File: src/rtl/ram_1r1w_fifo_ctrl_if.sv
// Valid/ready stream bundle for ram_1r1w_fifo_ctrl.
//   in_data/in_valid/in_ready    : write side (producer -> FIFO)
//   out_data/out_valid/out_ready : read side (FIFO -> consumer)
// master: the producer/consumer environment; slave: the FIFO controller.
interface ram_1r1w_fifo_ctrl_if #(
  parameter int unsigned DATA_WIDTH = 32
);
  logic [DATA_WIDTH-1:0] in_data;
  logic                  in_valid;
  logic                  in_ready;
  logic [DATA_WIDTH-1:0] out_data;
  logic                  out_valid;
  logic                  out_ready;

  modport master (
    output in_data, in_valid, out_ready,
    input  in_ready, out_data, out_valid
  );

  modport slave (
    input  in_data, in_valid, out_ready,
    output in_ready, out_data, out_valid
  );
endinterface

File: src/rtl/ram_1r1w_fifo_ctrl.sv
// FIFO controller that keeps its entries in an external 1R1W RAM and
// prefetches them into a 2-entry output buffer.
//   clk, rst     : clock, synchronous active-high reset
//   fifo         : stream bundle (slave side): in_* write side, out_* read side
//   level        : entries held (RAM + output buffer + read in flight)
//   ram_wr_*     : RAM write command (data, addr, enable, mask)
//   ram_rd_*     : RAM read command (addr, enable, mask); ram_rd_data returns
//                  one cycle after ram_rd_en
module ram_1r1w_fifo_ctrl #(
  parameter int unsigned DATA_WIDTH     = 32,
  parameter int unsigned DEPTH          = 16,
  parameter int unsigned ADDR_WIDTH     = $clog2(DEPTH),
  parameter int unsigned NUM_PARTITIONS = 1,
  parameter int unsigned LEVEL_WIDTH    = $clog2(DEPTH + 3)
) (
  input  logic                      clk,
  input  logic                      rst,
  ram_1r1w_fifo_ctrl_if.slave       fifo,
  output logic [LEVEL_WIDTH-1:0]    level,
  output logic [DATA_WIDTH-1:0]     ram_wr_data,
  output logic [ADDR_WIDTH-1:0]     ram_wr_addr,
  output logic                      ram_wr_en,
  output logic [NUM_PARTITIONS-1:0] ram_wr_mask,
  output logic [ADDR_WIDTH-1:0]     ram_rd_addr,
  output logic                      ram_rd_en,
  output logic [NUM_PARTITIONS-1:0] ram_rd_mask,
  input  logic [DATA_WIDTH-1:0]     ram_rd_data
);

  localparam int unsigned PTR_WIDTH = ADDR_WIDTH + 1;

  typedef enum logic {
    OP_WRITE = 1'b0,
    OP_READ  = 1'b1
  } op_e;

  logic [PTR_WIDTH-1:0]  wr_ptr_q, wr_ptr_d;
  logic [PTR_WIDTH-1:0]  rd_ptr_q, rd_ptr_d;
  logic [DATA_WIDTH-1:0] ob0_q, ob0_d;
  logic [DATA_WIDTH-1:0] ob1_q, ob1_d;
  logic [1:0]            ob_cnt_q, ob_cnt_d;
  logic                  rd_pend_q, rd_pend_d;
  op_e                   last_op_q, last_op_d;

  logic [PTR_WIDTH-1:0]  ram_cnt;
  logic [1:0]            ob_keep;
  logic                  rd_want;
  logic                  in_ready;
  logic                  out_valid;
  logic                  wr_fire;
  logic                  rd_fire;
  logic                  pop;

  // State register; data slots are not reset (out_data is don't-care while empty).
  always_ff @(posedge clk) begin
    if (rst) begin
      wr_ptr_q  <= '0;
      rd_ptr_q  <= '0;
      ob_cnt_q  <= '0;
      rd_pend_q <= 1'b0;
      last_op_q <= OP_READ;
    end else begin
      wr_ptr_q  <= wr_ptr_d;
      rd_ptr_q  <= rd_ptr_d;
      ob0_q     <= ob0_d;
      ob1_q     <= ob1_d;
      ob_cnt_q  <= ob_cnt_d;
      rd_pend_q <= rd_pend_d;
      last_op_q <= last_op_d;
    end
  end

  // Arbitration between RAM write and prefetch read, plus output buffer update.
  always_comb begin
    wr_ptr_d  = wr_ptr_q;
    rd_ptr_d  = rd_ptr_q;
    ob0_d     = ob0_q;
    ob1_d     = ob1_q;
    ob_cnt_d  = ob_cnt_q;
    rd_pend_d = 1'b0;
    last_op_d = last_op_q;

    ram_cnt = wr_ptr_q - rd_ptr_q;
    // Prefetch only while the buffer plus the in-flight read leave a free slot.
    rd_want = (ram_cnt != '0) && ((ob_cnt_q + 2'(rd_pend_q)) <= 2'd1);
    // A write yields to a wanted read only if the previous RAM op was a write.
    in_ready  = !rst && (ram_cnt != PTR_WIDTH'(DEPTH)) &&
                (!rd_want || (last_op_q == OP_READ));
    wr_fire   = fifo.in_valid && in_ready;
    rd_fire   = rd_want && !wr_fire && !rst;
    out_valid = (ob_cnt_q != 2'd0) && !rst;
    pop       = out_valid && fifo.out_ready;
    ob_keep   = ob_cnt_q - 2'(pop);

    if (wr_fire) begin
      wr_ptr_d  = wr_ptr_q + PTR_WIDTH'(1);
      last_op_d = OP_WRITE;
    end
    if (rd_fire) begin
      rd_ptr_d  = rd_ptr_q + PTR_WIDTH'(1);
      rd_pend_d = 1'b1;
      last_op_d = OP_READ;
    end

    if (pop) begin
      ob0_d = ob1_q;
    end
    // Returning read data lands behind whatever survives this cycle's pop.
    if (rd_pend_q) begin
      if (ob_keep == 2'd0) begin
        ob0_d = ram_rd_data;
      end else begin
        ob1_d = ram_rd_data;
      end
    end
    ob_cnt_d = ob_keep + 2'(rd_pend_q);
  end

  assign fifo.in_ready  = in_ready;
  assign fifo.out_valid = out_valid;
  assign fifo.out_data  = ob0_q;

  assign level = rst ? '0 :
                 LEVEL_WIDTH'(ram_cnt) + LEVEL_WIDTH'(ob_cnt_q) + LEVEL_WIDTH'(rd_pend_q);

  assign ram_wr_data = fifo.in_data;
  assign ram_wr_addr = wr_ptr_q[ADDR_WIDTH-1:0];
  assign ram_wr_en   = wr_fire;
  assign ram_wr_mask = '1;
  assign ram_rd_addr = rd_ptr_q[ADDR_WIDTH-1:0];
  assign ram_rd_en   = rd_fire;
  assign ram_rd_mask = '1;

endmodule

File: src/flat_wrapper.sv
// flat-port wrapper written by rule: the top's interface ports become plain ports
module ram_1r1w_fifo_ctrl_flat 
#(
  parameter int unsigned DATA_WIDTH     = 32,
  parameter int unsigned DEPTH          = 16,
  parameter int unsigned ADDR_WIDTH     = $clog2(DEPTH),
  parameter int unsigned NUM_PARTITIONS = 1,
  parameter int unsigned LEVEL_WIDTH    = $clog2(DEPTH + 3)
)
  (clk, rst, level, ram_wr_data, ram_wr_addr, ram_wr_en, ram_wr_mask, ram_rd_addr, ram_rd_en, ram_rd_mask, ram_rd_data, fifo_in_data, fifo_in_valid, fifo_out_ready, fifo_in_ready, fifo_out_data, fifo_out_valid);
  ram_1r1w_fifo_ctrl_if #(.DATA_WIDTH(DATA_WIDTH)) fifo_i ();
  input  logic clk;
  input  logic rst;
  output logic [LEVEL_WIDTH-1:0] level;
  output logic [DATA_WIDTH-1:0] ram_wr_data;
  output logic [ADDR_WIDTH-1:0] ram_wr_addr;
  output logic ram_wr_en;
  output logic [NUM_PARTITIONS-1:0] ram_wr_mask;
  output logic [ADDR_WIDTH-1:0] ram_rd_addr;
  output logic ram_rd_en;
  output logic [NUM_PARTITIONS-1:0] ram_rd_mask;
  input  logic [DATA_WIDTH-1:0] ram_rd_data;
  input wire logic [$bits(fifo_i.in_data)-1:0] fifo_in_data;
  input wire logic [$bits(fifo_i.in_valid)-1:0] fifo_in_valid;
  input wire logic [$bits(fifo_i.out_ready)-1:0] fifo_out_ready;
  output wire logic [$bits(fifo_i.in_ready)-1:0] fifo_in_ready;
  output wire logic [$bits(fifo_i.out_data)-1:0] fifo_out_data;
  output wire logic [$bits(fifo_i.out_valid)-1:0] fifo_out_valid;
  assign fifo_i.in_data = fifo_in_data;
  assign fifo_i.in_valid = fifo_in_valid;
  assign fifo_i.out_ready = fifo_out_ready;
  assign fifo_in_ready = fifo_i.in_ready;
  assign fifo_out_data = fifo_i.out_data;
  assign fifo_out_valid = fifo_i.out_valid;
  ram_1r1w_fifo_ctrl #(.DATA_WIDTH(DATA_WIDTH), .DEPTH(DEPTH), .ADDR_WIDTH(ADDR_WIDTH), .NUM_PARTITIONS(NUM_PARTITIONS), .LEVEL_WIDTH(LEVEL_WIDTH)) u_core (.clk(clk), .rst(rst), .fifo(fifo_i), .level(level), .ram_wr_data(ram_wr_data), .ram_wr_addr(ram_wr_addr), .ram_wr_en(ram_wr_en), .ram_wr_mask(ram_wr_mask), .ram_rd_addr(ram_rd_addr), .ram_rd_en(ram_rd_en), .ram_rd_mask(ram_rd_mask), .ram_rd_data(ram_rd_data));
endmodule
File: config.mk
export PLATFORM = sky130hd
export DESIGN_NAME = ram_1r1w_fifo_ctrl_flat
export DESIGN_NICKNAME = d
export VERILOG_FILES = /design/src/rtl/ram_1r1w_fifo_ctrl_if.sv /design/src/rtl/ram_1r1w_fifo_ctrl.sv /design/src/flat_wrapper.sv
export SDC_FILE = /design/constraint.sdc
export NUM_CORES = 1
export LEC_CHECK = 0
export BUFFER_PORTS_ARGS = -buffer_cell sky130_fd_sc_hd__buf_2
export CORE_MARGIN = 1
export CORE_UTILIZATION = 49
export CTS_BUF_LIST = sky130_fd_sc_hd__clkbuf_8 sky130_fd_sc_hd__clkbuf_16
export CTS_CLUSTER_DIAMETER = 150
export DETAILED_ROUTE_END_ITERATION = 12
export GPL_ROUTABILITY_DRIVEN = 0
export PLACE_DENSITY = 0.88
export SETUP_SLACK_MARGIN = 0.2
export SLEW_MARGIN = 20
export SYNTH_ARGS = -nofsm -noshare
export SYNTH_HDL_FRONTEND = slang
export SYNTH_SLANG_ARGS = --single-unit
File: constraint.sdc
create_clock -name clk -period 5.9 [get_ports clk]
set_clock_uncertainty 0.1 [all_clocks]
set_input_delay 0.295 -clock clk [delete_from_list [all_inputs] [get_ports clk]]
set_output_delay 0.295 -clock clk [all_outputs]
set_load 0.01 [all_outputs]
==> flow_summary_export.csv <==
group,metric,value,unit
outcome,status,"complete, no violations",
flow_run,maxCapViolCount,0,
sta,postLayoutSetupSlackWorst,2.47,ns
finish,post-route-util,0.562,
sta,rsz0062_at_grt,"no",
placed_design,post_dp_cell_area,4190,sq um
synth,mappedNetlistArea,3980,sq um
synth,synth_enable_flop_cells,64,
finish,diodes,0,
placed_design,hpwlAfterDp,5000,um
power_and_ir_drop,ir_worst_vdd,0.000241,V
clocking,cts_tree,"built",
synth,async_flop_share,0,
clocking,clkTransAtPathRegs,0.08,ns
grt,grt_pass1_wl,11900,um
min_path,min-delay-path-class,"in -> reg",
clocking,cts_resized,0,
detailed_routing,ant_nets,0,
finish,design_area,4380,sq um
clocking,insertion_delay,0.34,ns
power_and_ir_drop,leakage,1.96,nW
worst_setup_path,worst_path_max_delay_cell,"a21boi_0",
sta,hold_viol_final,0,
worst_setup_path,critPathKind,"reg -> out",
floorplan,core.rowCount,32,
detailed_routing,post-route-drc-count,0,
sta,maxSlewHeadroom,0.433,
detailed_routing,drtIter0Drc,65,
clocking,post_cts_buffers,0,
grt,grt_antenna_before_repair,0,
clocking,root_buffer,"clkbuf_8",
min_path,holdPathStages,1,
clocking,cts_buffers,9,
sta,finalCritPeriodShare,0.581,
worst_setup_path,crit_end,"ram_rd_en",
grt,grt-ovfl-total,0,
sta,whs,0.0409,ns
sta,setup_tns,0,ns
worst_setup_path,r2r_setup_slack,2.47,ns
synth,synth_flop_cell,"edfxtp_1",
clocking,htree_levels,3,
floorplan,start_util,0.510,
power_and_ir_drop,p_total,2.17,mW
detailed_routing,dr.pass1.iters,4,
detailed_routing,vias_per_cell,5.17,
power_and_ir_drop,power_density,494,nW/um^2
finish,drive_above_1_share,0.287,
sta,setup_violations,0,
detailed_routing,wl_per_cell,14.7,um
placed_design,dp.cells,483,
floorplan,core_area,7810,sq um
worst_setup_path,r2r-end,"u_core.fifo.out_data[4]$_DFFE_PN_",
finish,areaGrowthSynthToFinish,10.2,%
clocking,cts_hold_buf,0,
sta,tightest_slew,0.849,ns
finish,fin_nets,472,
synth,synth_cells,347,
synth,synth_seq_cells,78,
floorplan,num_io_pins,151,
synth,ys_types,38,
clocking,cts_buffer_depth,2,
worst_setup_path,crit_chain,"inv_1 > ha_1 > fa_1 > nand2b_2 > a21oi_1 > xnor2_1 > a21boi_0 > and2b_1 > and2_1 > buf_2",
worst_setup_path,slowest_delay,0.45,ns
worst_setup_path,endpoint_kind,"primary output",
worst_setup_path,path_max_fanout,5,
sta,min_period,3.43,ns
worst_setup_path,rr_worst_depth,11,
worst_setup_path,r2r-start,"u_core.ob_cnt_q[1]$_SDFF_PP0_",
worst_setup_path,required,5.51,ns
finish,multiInputGateArea,1370,sq um
synth,yosys_warnings,0,
placed_design,port_buffers,84,
floorplan,die-area,8480,sq um
finish,seqCellArea,2200,sq um
sta,clock.fmax,292,MHz
synth,synth_area_per_cell,11.5,sq um
clocking,cts_sinks,78,
detailed_routing,wl,7350,um
synth,yosysSeqAreaShare,0.553,
worst_setup_path,startpoint_type,"flop",
grt,grt_pass1_vias,2517,
floorplan,die_w,92.1,um
finish,stdcell_count,499,
sta,slew_violations,0,
worst_setup_path,arrival,3.03,ns
detailed_routing,vias,2581,
grt,grt_max_degree,40,
floorplan,fp.dieH,92.1,um
worst_setup_path,crit_start,"u_core.wr_ptr_q[0]$_SDFFE_PP0P_",
placed_design,post-place-ws,2.20,ns
finish,fill_cells,686,
grt,grt_use_total,0.179,
[sequential cells by signal, indices dropped and copies added, names as in the netlist]
register	cells
u_core.ob_cnt_q	2
u_core.wr_ptr_q	5
u_core.rd_pend_q	1
u_core.rd_ptr_q	5
u_core.ob1_q	32
u_core.last_op_q	1
u_core.fifo.out_data	32
[routing by layer]
layer	vias to the layer above	routed length, um	global-route usage
met3	22	430	0.0473
li1	1250	-	-
met1	1221	3120	0.219
met5	-	0	0
met4	0	150	0.0833
met2	88	3640	0.296
[where the power goes]
part	switching (mW)	internal (mW)	total [mW]
Clock	0.190	0.193	0.383
Sequential	0.0799	0.801	0.880
Combinational	0.524	0.381	0.904
Total	0.793	1.37	2.17
[layout make-up]
type                            count  area share
Multi-Input combinational cell    202       0.312
Inverter                           14      0.0120
Timing Repair Buffer               87       0.101
Tap cell                          102      0.0291
Clock buffer                        9      0.0283
Clock inverter                      7      0.0151
Sequential cell                    78       0.502
[Yosys cell counts, types with 5 or more instances]
cell | instances | share of area
ha_1 | 9 | 0.028
inv_1 | 13 | 0.012
xnor2_1 | 6 | 0.013
nand2_1 | 11 | 0.010
dfxtp_1 | 14 | 0.070
nor2_1 | 52 | 0.049
clkbuf_1 | 7 | 0.0066
edfxtp_1 | 64 | 0.48
mux2i_1 | 34 | 0.086
a21oi_1 | 39 | 0.049
buf_4 | 42 | 0.079
mux2_2 | 5 | 0.014
nand3_1 | 5 | 0.0063
[cells in the final DEF, fill, tap and decap left out, types with 2 or more instances in the layout]
cell type,n
and3b_1,2
mux2i_1,34
a21oi_1,39
or3_1,2
buf_4,3
clkbuf_8,9
buf_2,84
mux2_2,5
ha_1,9
nand3_1,4
and2_1,3
nand2_2,2
conb_1,2
fa_1,3
nor3_1,4
clkinvlp_4,2
nand4_1,2
o21ai_0,2
xor2_1,3
nor3b_1,2
nor2_1,52
edfxtp_1,64
inv_1,15
or2b_1,2
dfxtp_1,14
nor2b_1,4
xnor2_1,6
nand2_1,10
[worst min path at each step]
stage | start | endpoint | slack [ns]
4_1_cts | ram_rd_data[23] | u_core.ob1_q[23]$_DFFE_PP_ | 0.03
3_5_place_dp | ram_rd_data[23] | u_core.ob1_q[23]$_DFFE_PP_ | 0.39
2_1_floorplan | ram_rd_data[0] | u_core.ob1_q[0]$_DFFE_PP_ | 0.29
3_3_place_gp | u_core.wr_ptr_q[4]$_SDFFE_PP0P_ | u_core.wr_ptr_q[4]$_SDFFE_PP0P_ | 0.38
5_1_grt | ram_rd_data[23] | u_core.ob1_q[23]$_DFFE_PP_ | 0.02
6_report | ram_rd_data[23] | u_core.ob1_q[23]$_DFFE_PP_ | 0.04
[cells by family after synthesis]
| logic type | Yosys count | share of synthesized area |
|---|---|---|
| compound gates | 45 | 0.0594 |
| xor+xnor | 9 | 0.0198 |
| fa+ha+maj | 12 | 0.0434 |
| buf+inv | 68 | 0.108 |
| flops | 78 | 0.553 |
| mux | 41 | 0.107 |
| other cells | 1 | 0.000942 |
| simple gates | 93 | 0.108 |
[worst max-delay path, delay by kind of cell (launching register included)]
kind / cells / cell delay [ns]
xor gates and xnor gates: 1 / 0.16
AOI/OAI and AO/OA: 2 / 0.63
DFF: 1 / 0.39
and+or+nand+nor: 3 / 0.66
adders and majority gates: 2 / 0.64
buffers and inverters: 2 / 0.21
Note: power is estimated with default switching activity, not from simulation.
